**src/rtl/cache_arbiter.sv**
```systemverilog
// Two-port round-robin arbiter that sequences one transaction at a time onto
// the single cache access port, with a watchdog for transactions that never complete.
module cache_arbiter #(
   parameter int AW      = 32,
   parameter int DW      = 32,
   parameter int TIMEOUT = 64
) (
   input  logic          clk,
   input  logic          rst_n,
   input  logic          req0_valid,
   input  logic          req0_rw,
   input  logic [AW-1:0] req0_addr,
   input  logic [DW-1:0] req0_wdata,
   output logic          req0_ready,
   output logic          req0_done,
   output logic [DW-1:0] req0_rdata,
   output logic          req0_err,
   input  logic          req1_valid,
   input  logic          req1_rw,
   input  logic [AW-1:0] req1_addr,
   input  logic [DW-1:0] req1_wdata,
   output logic          req1_ready,
   output logic          req1_done,
   output logic [DW-1:0] req1_rdata,
   output logic          req1_err,
   output logic          cache_valid,
   output logic          cache_rw,
   output logic [AW-1:0] cache_addr,
   output logic [DW-1:0] cache_wdata,
   input  logic          cache_ready,
   input  logic [DW-1:0] cache_rdata,
   output logic          busy
);

   typedef enum logic [1:0] {IDLE, BUSY, DONE} state_t;

   localparam bit          WD_EN   = (TIMEOUT != 0);
   localparam logic [15:0] WD_LAST = 16'(WD_EN ? TIMEOUT - 1 : 0);

   state_t        state;
   logic          last_gnt;
   logic          gnt_id;
   logic [15:0]   wd_cnt;
   logic          win;
   logic          accept;
   logic [DW-1:0] cap_data;

   // On a tie the port that was not granted last time wins.
   always_comb begin
      // NOTE: every variable written here gets a default first so no latch is inferred.
      win = 1'b0;
      if (req0_valid && req1_valid) win = ~last_gnt;
      else if (req1_valid)          win = 1'b1;
   end

   // Gated by rst_n so the ready strobes read 0 while reset is held.
   assign accept     = rst_n && (state == IDLE) && (req0_valid || req1_valid);
   assign req0_ready = accept && !win;
   assign req1_ready = accept && win;
   assign cap_data   = cache_rw ? '0 : cache_rdata;

   // NOTE: sequential state uses non-blocking assignments so all registers update together.
   always_ff @(posedge clk or negedge rst_n) begin
      if (!rst_n) begin
         state       <= IDLE;
         last_gnt    <= 1'b1;
         gnt_id      <= 1'b0;
         wd_cnt      <= '0;
         cache_valid <= 1'b0;
         cache_rw    <= 1'b0;
         cache_addr  <= '0;
         cache_wdata <= '0;
         busy        <= 1'b0;
         req0_done   <= 1'b0;
         req0_rdata  <= '0;
         req0_err    <= 1'b0;
         req1_done   <= 1'b0;
         req1_rdata  <= '0;
         req1_err    <= 1'b0;
      end else begin
         case (state)
            IDLE: begin
               if (accept) begin
                  cache_rw    <= win ? req1_rw    : req0_rw;
                  cache_addr  <= win ? req1_addr  : req0_addr;
                  cache_wdata <= win ? req1_wdata : req0_wdata;
                  gnt_id      <= win;
                  last_gnt    <= win;
                  wd_cnt      <= '0;
                  cache_valid <= 1'b1;
                  busy        <= 1'b1;
                  state       <= BUSY;
               end
            end
            BUSY: begin
               if (cache_ready) begin
                  req0_done   <= !gnt_id;
                  req1_done   <= gnt_id;
                  req0_rdata  <= gnt_id ? '0 : cap_data;
                  req1_rdata  <= gnt_id ? cap_data : '0;
                  req0_err    <= 1'b0;
                  req1_err    <= 1'b0;
                  cache_valid <= 1'b0;
                  state       <= DONE;
               end else if (WD_EN && wd_cnt == WD_LAST) begin
                  req0_done   <= !gnt_id;
                  req1_done   <= gnt_id;
                  req0_rdata  <= '0;
                  req1_rdata  <= '0;
                  req0_err    <= !gnt_id;
                  req1_err    <= gnt_id;
                  cache_valid <= 1'b0;
                  state       <= DONE;
               end else begin
                  wd_cnt <= wd_cnt + 16'd1;
               end
            end
            DONE: begin
               req0_done  <= 1'b0;
               req0_rdata <= '0;
               req0_err   <= 1'b0;
               req1_done  <= 1'b0;
               req1_rdata <= '0;
               req1_err   <= 1'b0;
               busy       <= 1'b0;
               state      <= IDLE;
            end
            default: state <= IDLE;
         endcase
      end
   end

endmodule

```
**config.mk**
```make
export PLATFORM = sky130hd
export DESIGN_NAME = cache_arbiter
export DESIGN_NICKNAME = d
export VERILOG_FILES = /design/src/rtl/cache_arbiter.sv
export SDC_FILE = /design/constraint.sdc
export NUM_CORES = 1
export LEC_CHECK = 0
export CORE_MARGIN = 3
export CORE_UTILIZATION = 42
export DETAILED_ROUTE_END_ITERATION = 12
export PLACE_DENSITY = 0.89
export SLEW_MARGIN = 20
export SYNTH_ARGS = -nofsm -noshare
export SYNTH_HDL_FRONTEND = slang
export SYNTH_SLANG_ARGS = --single-unit
```
**constraint.sdc**
```tcl
create_clock -name clk -period 2.62 [get_ports clk]
set_clock_uncertainty 0.1 [all_clocks]
set_input_delay 0.262 -clock clk [delete_from_list [all_inputs] [get_ports clk]]
set_output_delay 0.262 -clock clk [all_outputs]
set_load 0.02 [all_outputs]
```
# [After elaboration in Yosys (flattened, before gate mapping)]
# Cells that the tools add are included.
[totals] register_bits=155 input_bits=167 output_inout_bits=137 elab_cells=78
[op_classes] add_sub_neg=1 n_eq_ne=7 muxes=36 bitwise=1 n_reduce_logical=18
[ops] cell="32-bit 2-to-1 mux" count=8
[ops] cell="32-bit case mux with 2 select lines" count=2
[ops] cell="16-bit 2-to-1 mux" count=3
[ops] cell="16-bit case mux with 2 select lines" count=1
[ops] cell="16-bit by 1-bit adder with 16-bit output, second input constant" count=1
[ops] cell="16-bit by 6-bit == test with 1-bit output, second input constant" count=1
[ops] cell="1-bit 2-to-1 mux" count=12
[ops] cell="1-bit case mux with 2 select lines" count=6
[ops] cell="2-bit AND reduction" count=4
[ops] cell="2-bit 2-to-1 mux" count=3
[ops] cell="2-bit inequality test, second input constant" count=3
[ops] cell="2-bit nonzero test" count=3
[ops] cell="1-bit logical AND" count=5
[ops] cell="2-bit case mux with 2 select lines" count=1
[ops] cell="4-bit AND reduction" count=1
[ops] cell="3-bit inequality test, second input constant" count=1
[ops] cell="3-bit AND reduction" count=1
[ops] cell="2-bit by 1-bit == test with 1-bit output, second input constant" count=1
[ops] cell="2-bit == test, second input constant" count=1
[ops] cell="1-bit logical NOT" count=2
[ops] cell="2-bit logical NOT" count=1
[ops] cell="1-bit logical OR" count=1
[ops] cell="1-bit inverter" count=1

# [Logic depth before layout (Yosys ltp)]
# Gate-level depths: netlist of run 1.
[logic_depth] ltp_word=5 depth_mapped=7 ltp_nobuf=5

# [Worst setup path before layout of run 1]
# No wires, ideal clock.
[synth_timing] path_kind="flip-flop to flip-flop" from="register wd_cnt[0]" to="register wd_cnt[9]" setup_time_ps=136 arrival_ps=1681 t_required_ps=2384 path_slack_ps=702 path_stages_with_launch=7 n_path_buf=1 period_less_slack_ps=1918 cell_sequence="dfrtp_1 > ha_1 > and3_1 > a41o_2 > o21ai_1 > buf_4 > a31oi_1"
[synth_via] elab_chain_cells=4 elab_cells_between_ends=7 classes_between="add/sub: 1; eq/ne: 2; mux: 3; reduce/logical: 1"
[synth_rtl] element="from (decl)" line="43" source="logic [15:0] wd_cnt;"
[synth_rtl] element="from (signal assigned)" line="115" source="wd_cnt <= wd_cnt + 16'd1;"
[synth_rtl] element="16-bit by 1-bit adder with 16-bit output" line="115"
[synth_rtl] element="16-bit 2-to-1 mux" line="105" source="end else if (WD_EN && wd_cnt == WD_LAST) begin"
[synth_rtl] element="16-bit 2-to-1 mux" line="96" source="if (cache_ready) begin"
[synth_rtl] element="16-bit case mux with 2 select lines" line="81" source="case (state)"
# Parallel ways exist; a longest one is shown, timed or not. The select of a mux whose other input is x is not followed.
# A chain may end at the register's enable or synchronous reset.

# [Worst setup path after layout of run 1]
[layout_timing] from="register state[1]" to="output port req0_ready"
[layout_via] elab_chain_cells=4
[layout_rtl] element="from (decl)" line="40" source="state_t state;"
[layout_rtl] element="from (signal assigned)" line="65" source="state <= IDLE;"
[layout_rtl] element="from (signal assigned)" line="92" source="state <= BUSY;"
[layout_rtl] element="from (signal assigned)" line="104" source="state <= DONE;"
[layout_rtl] element="2-bit logical NOT" line="57" source="assign accept = rst_n && (state == IDLE) && (req0_valid || req1_valid);"
[layout_rtl] element="1-bit logical AND (2 in series)" line="57"
[layout_rtl] element="1-bit logical AND" line="58" source="assign req0_ready = accept && !win;"
[layout_rtl] element="to (decl)" line="14" source="output logic req0_ready,"
# Every way passes these cells.

==> metrics.md, run 1 <==
| Metric | Value |
|---|---|
| Status | `completed` |
| Max H-tree Level | `4` |
| Netlist Area Pre-Place | `approximately 6600 um2` |
| Reg clk slew, reported paths | `around 0.07 ns` |
| Final ANT Viol Nets | `0` |
| Initial antenna violation count | `1` |
| Fin. max-slew vios | `0` |
| CTS max path bufs | `2` |
| Simple-Gate Fraction of Synth Area | `under 10%` |
| Met3 wire length | `~1800 um` |
| DPL Wire Length | `roughly 15000 um` |
| Grt total ovfl | `0` |
| Largest family of logic cells by synthesized area | `compound AO/OA/AOI/OAI gates` |
| Multiplexer area fraction after synthesis | `around a tenth` |
| Total power | `roughly 0.0099 W` |
| Setup WS pre-CTS | `about 0.38 ns` |
| NumNets Final | `1035` |
| Dominant synthesized flop cell | `dfrtp_1` |
| Initial Util | `a little over two fifths` |
| Yosys cell types | `between 40 and 50` |
| Fmax | `0.405 GHz` |
| Row cnt | `45` |
| Met1 WL | `8150 um` |
| RD Place Congestion | `0.887` |
| Setup violations, final | `0` |
| Cells after synthesis | `around 570` |
| Top cell type's share of synthesized area | `between 50% and 60%` |
| Highest routed layer | `met4` |
| Buffer count from post-CTS setup fixing | `0` |
| Vias | `5764` |
| Final wirelength | `about 21000 um` |
| WP data required | `2.26 ns` |
| Clk_lat worst skew | `about 0.42 ns` |
| Largest net degree at the start of global routing | `around 160` |
| Psw | `around 0.0035 W` |
| Clock root buffer master | `clkbuf_16` |
| Fin Hold WS | `0.365 ns` |
| Cells along the critical path | `nor2_4, o211ai_1, buf_4, nor2_1, clkdlybuf4s50_1` |
| Setup CP Type | `flop to output port` |
| Die height | `132 um` |
| Syn Nets | `742` |
| Final hold viol count | `0` |
| VDD IR max | `568 uV` |
| Layout cells sized above 1 | `between 6 and 7%` |
| Die area | `around 17000 um2` |
| Max stage delay cell, worst path | `clkdlybuf4s50_1` |
| Sequential share of power | `36.4%` |
| Input/output buffers | `~300` |
| Clock Power Share | `between 20% and 30%` |
| P_leak | `around 4.6 nW` |
| Drt first pass iters | `5` |
| Area Growth Syn to Fin | `58.0%` |
| Sequential fraction of the synthesis area | `between 50 and 60%` |
| Synth cell count leaders | `dfrtp_1 (154), nand2_1 (80), o21ai_0 (76)` |
| Routed length on met2 | `around 10000 um` |
| DRC errors left | `0` |
| I/O pin total | `304` |
| Asr flop ratio synth | `100%` |
| Post-synth top area cell | `dfrtp_1` |
| Starting DRC count in detailed routing | `about 390` |
| Clk sinks | `between 150 and 200` |
| Fin util | `between 60% and 70%` |
| First-pass GRT wire length | `about 33000 um` |
| Adder-cell share of the synthesized area | `less than 1%` |
| CP endpoint kind | `output port` |
| Relative slew slack | `between 40% and 50%` |
| Avg Vias per Cell | `~5.3` |
| TritonCTS clock tree | `yes` |
| CP max FO | `10` |
| Core area | `around 15000 um2` |
| Largest cells by area after synthesis | `dfrtp_1 (58%), mux2i_1 (10%), a22o_1 (8.4%)` |
| Final period utilization | `around 94%` |
| Slew @ Worst Pin | `between 0.8 and 0.9 ns` |
| Power Dens Cells | `approximately 940 nW/um2` |
| Setup slack after layout | `roughly 0.15 ns` |
| Number of synthesized flops with an enable pin | `0` |
| Logic pwr share | `between 30% and 40%` |
| GRT Total Usage | `23.8%` |
| Fin crit period | `around 2.5 ns` |
| WL/cell | `19.0 um` |
| Worst path max stage delay | `approximately 0.61 ns` |
| Vias in the first global route | `approximately 5900` |
| Yosys reg bits | `155` |
| Startpoint Class | `flop` |
| Cell with the most instances after synthesis | `dfrtp_1` |
| Synth warn | `0` |
| Setup_tns | `0 ns` |
| CP Data Arrival Time | `~2.1 ns` |
| Synth Area in XOR/XNOR | `0%` |
| RSZ-0062 raised after global routing | `no` |
| Compound-Gate Fraction of Synth Area | `18.3%` |
| Mean Syn Cell Area | `11.6 um2` |
| Sw Share | `approximately a third` |
| Worst min path class | `primary input to flop` |
| CTS buffer count | `17` |
| Chip width | `132 um` |
| Internal power consumption | `~0.0064 W` |
| Max capacitance violation total | `0` |
==> registers in the layout (all words and copies together) (netlist names) <==
name	count
last_gnt	1
req0_rdata	32
cache_valid	1
cache_rw	1
req1_done	1
wd_cnt	16
state	2
cache_wdata	32
gnt_id	1
req0_err	1
req1_err	1
req1_rdata	32
busy	1
cache_addr	32
req0_done	1
==> path summary, 6_finish.rpt <==
kind                                          endpoint  slack, ns  cells past startpoint                         from
max in group asynchronous       wd_cnt[14]$_DFFE_PN0P_       1.32                      3                        rst_n
setup / recovery                            req0_ready       0.15                      5         state[1]$_DFFE_PN0P_
min in group asynchronous        req1_done$_DFFE_PN0P_       0.49                      3                        rst_n
setup reg to reg            req0_rdata[13]$_DFFE_PN0P_       0.50                      6        wd_cnt[0]$_DFFE_PN0P_
hold / removal              cache_wdata[7]$_DFFE_PN0P_       0.36                      3                req0_wdata[7]
hold reg to reg            cache_wdata[31]$_DFFE_PN0P_       0.38                      2  cache_wdata[31]$_DFFE_PN0P_
==> layer usage <==
metal  track usage [%]  up-vias
li1                  -     2697
met1              28.5     2787
met2              40.3      258
met3              8.40       22
met4              7.58        0
met5                 0        -
==> critical path: cells and delay by family, from the launching register on <==
| family | cells | cell delay [ns] |
|---|---|---|
| buffers and inverters | 2 | 0.82 |
| AO/OA/AOI/OAI | 1 | 0.12 |
| flip-flops | 1 | 0.47 |
| AND/OR/NAND/NOR | 2 | 0.27 |
==> placed cells by master, fill, tap and decap left out, drive strengths merged, types with 2 or more instances in the layout <==
master / instances
a31oi: 19
dfrtp: 154
a21o: 3
a22o: 64
clkdlybuf4s50: 301
o21ai: 77
clkinvlp: 4
and3: 5
nor3: 4
clkbuf: 17
nor4: 5
nand2b: 2
nand2: 80
bufinv: 2
nor2: 9
nor2b: 2
a21boi: 3
buf: 13
clkinv: 4
inv: 8
nand4: 5
mux2i: 68
a41oi: 2
a21oi: 2
nand3: 8
==> metrics by stage <==
stage | cells | area (um2)
finish | 1092 | 10500
global route | 1092 | 10500
CTS | 1091 | 10500
detailed placement | 1058 | 9890
global placement | 1058 | 9890
floorplan | 574 | 6640
==> cell type report <==
cell class,count,area [um2]
fill,1158,4820
sequential,155,3880
tap,211,264
clock inverter,15,164
timing repair buffer,316,3180
antenna,1,2.50
clock buffer,17,425
inverter,3,11.3
multi-input combinational,374,2570
==> cells by family after synthesis <==
family | count (synthesis)
AO/OA/AOI/OAI | 179
adder cells (fa/ha/maj) | 1
buffers and inverters | 45
flip-flops | 155
multiplexers | 68
AND/OR/NAND/NOR | 126
==> power groups by stage <==
stage                     logic (W)  registers [W]  clock network (W)
after floorplan             0.00104        0.00437                  0
after global placement      0.00379        0.00359                  0
after detailed placement    0.00385        0.00361                  0
after CTS                   0.00389        0.00360            0.00249
after global routing        0.00410        0.00370            0.00258
final                       0.00385        0.00360            0.00244
==> timing repair <==
action	4_1_cts	5_1_grt
gates resized for setup	2	1
setup endpoints to repair	2	1
hold endpoints to repair	154	0
hold buffers	1	0
pin swaps	0	0
No activity file was read; power rests on OpenSTA's default activity.
==> inputs of run 2 (changes only) <==
--- a/config.mk
+++ b/config.mk
@@ -9,6 +9,7 @@
 export CORE_UTILIZATION = 42
 export DETAILED_ROUTE_END_ITERATION = 12
 export PLACE_DENSITY = 0.89
+export SKIP_CTS_REPAIR_TIMING = 1
 export SLEW_MARGIN = 20
 export SYNTH_ARGS = -nofsm -noshare
 export SYNTH_HDL_FRONTEND = slang
==> constraint.sdc (replaced) <==
create_clock -name clk -period 2.62 [get_ports clk]
set_clock_uncertainty 0.1 [all_clocks]
set_input_delay 0.655 -clock clk [delete_from_list [all_inputs] [get_ports clk]]
set_output_delay 0.655 -clock clk [all_outputs]
set_load 0.02 [all_outputs]
==> metrics.md, run 2 (synthesized netlist as in run 1, its figures left out) <==
| Metric | Value |
|---|---|
| Status | `completed` |
| R2R depth | `6` |
| Max stage delay cell, worst path | `dfrtp_1` |
| Input/output buffers | `roughly 300` |
| NumNets Final | `1046` |
| Reg2Reg Launch Point | `wd_cnt[0]$_DFFE_PN0P_` |
| Worst path max stage delay | `approximately 0.4 ns` |
| Number of buffers and inverters on the critical path | `1` |
| Vias | `~6000` |
| Fin crit period | `approximately 2.5 ns` |
| Fillers | `1133` |
| CP endpoint kind | `output port` |
| Grt total ovfl | `0` |
| Cells along the critical path | `nor2_2, o211ai_1, nor2b_2, dlymetal6s2s_1` |
| Max capacitance violation total | `0` |
| Setup_tns | `0 ns` |
| Layout cells sized above 1 | `8.19%` |
| Initial Util | `a little over two fifths` |
| Fin util | `a little over two thirds` |
| DRC errors left | `0` |
| Drt first pass iters | `5` |
| Chip width | `between 100 and 150 um` |
| CP max FO | `5` |
| Final period utilization | `between 90 and 100%` |
| Row cnt | `between 40 and 50` |
| Starting DRC count in detailed routing | `approximately 300` |
| Final hold viol count | `0` |
| Startpoint Class | `flop` |
| Final ANT Viol Nets | `0` |
| R2r endpoint | `req0_rdata[6]$_DFFE_PN0P_` |
| Slew @ Worst Pin | `between 0.8 and 0.9 ns` |
| VDD IR max | `about 540 uV` |
| RD Place Congestion | `about 0.81` |
| Crit-path leading delay family | `simple AND/OR/NAND/NOR gates` |
| TritonCTS clock tree | `yes` |
| Most common cell after layout, fill and taps aside | `clkdlybuf4s50_1` |
| Largest net degree at the start of global routing | `between 150 and 200` |
| Power Dens Cells | `between 900 and 1000 nW/um2` |
| DPL Wire Length | `about 15000 um` |
| Fmax | `approximately 0.40 GHz` |
| Vias in the first global route | `roughly 6000` |
| Worst R2R Setup Slack | `between 0.5 and 0.6 ns` |
| Initial antenna violation count | `2` |
| GRT Total Usage | `approximately 23%` |
| Setup violations, final | `0` |
| Most frequent cells in the layout | `clkdlybuf4s50_1 (298), dfrtp_1 (154), nand2_1 (80)` |
| Relative slew slack | `43.4%` |
| Die height | `132 um` |
| Total power | `0.00994 W` |
| CP Data Arrival Time | `between 1.5 and 2 ns` |
| Setup CP Type | `flop to output port` |
| Final wirelength | `about 21000 um` |
| WP data required | `around 1.9 ns` |
| Die area | `roughly 17000 um2` |
| I/O pin total | `304` |
| Clk_lat worst skew | `around 0.41 ns` |
| Fin Hold WS | `0.253 ns` |
| Worst min path class | `primary input to async pin` |
| Clock root buffer master | `clkbuf_16` |
| Core area | `between 15000 and 20000 um2` |
| Fin. max-slew vios | `0` |
| P_leak | `roughly 4.7 nW` |
| RSZ-0062 raised after global routing | `no` |
| Clk sinks | `between 150 and 200` |
| First-pass GRT wire length | `about 32000 um` |
| Reg clk slew, reported paths | `0.06 ns` |
| CTS max path bufs | `2` |
| Avg Vias per Cell | `approximately 5.3` |
| Area Growth Syn to Fin | `60.0%` |
| CTS buffer count | `17` |
| WL/cell | `18.9 um` |
| Max H-tree Level | `4` |
[run 2: layer usage]
metal	up-vias	part of all wire, %	GRT usage [%]
met5	-	0	0
met4	0	2.2	8.52
met3	25	9.9	9.12
met2	301	50	39.1
met1	2794	38	26.6
li1	2718	-	-
[run 2: worst max path at each step]
stage / start / end / slack [ns] / cells past startpoint
floorplan: req1_valid / req0_ready / 0.28 / 4
global placement: req1_valid / req1_ready / -0.32 / 4
global route: state[0]$_DFFE_PN0P_ / req1_ready / 0.01 / 4
finish: state[0]$_DFFE_PN0P_ / req1_ready / 0.1 / 4
CTS: req1_valid / req1_ready / -0.33 / 4
detailed placement: req0_valid / cache_wdata[16]$_DFFE_PN0P_ / -0.37 / 5
[run 2: power breakdown]
part	internal [W]	leakage (nW)	switching [W]
sequential	0.00311	2.02	0.000481
combinational	0.00194	2.43	0.00197
clock	0.00138	0.286	0.00106
[run 2: area by class of cell]
type                    count  area, um2  area share, %
diodes                      2       5.00         0.0471
clock buffers              18        439           4.13
clock inverters            14        151           1.42
inverters                   3       11.3          0.106
multi-input cells         374       2560           24.1
flip-flops and latches    155       3880           36.5
well taps                 211        264           2.48
repair buffers            327       3310           31.2
[run 2: worst register-to-register path: stages, from the launching register on]
cell and delay, ns:
dfrtp_1 0.43, ha_1 0.26, and3_1 0.25, a41o_2 0.31, a21boi_4 0.19, buf_12 0.27, a22o_1 0.24
[run 2: metrics by stage]
stage	setup WS, ns	cell area [um2]	cells
final	0.0995	10600	1104
after global routing	0.0122	10600	1104
after CTS	-0.332	10500	1094
after detailed placement	-0.366	9920	1062
after global placement	-0.317	9920	1062
after floorplan	0.275	6640	574
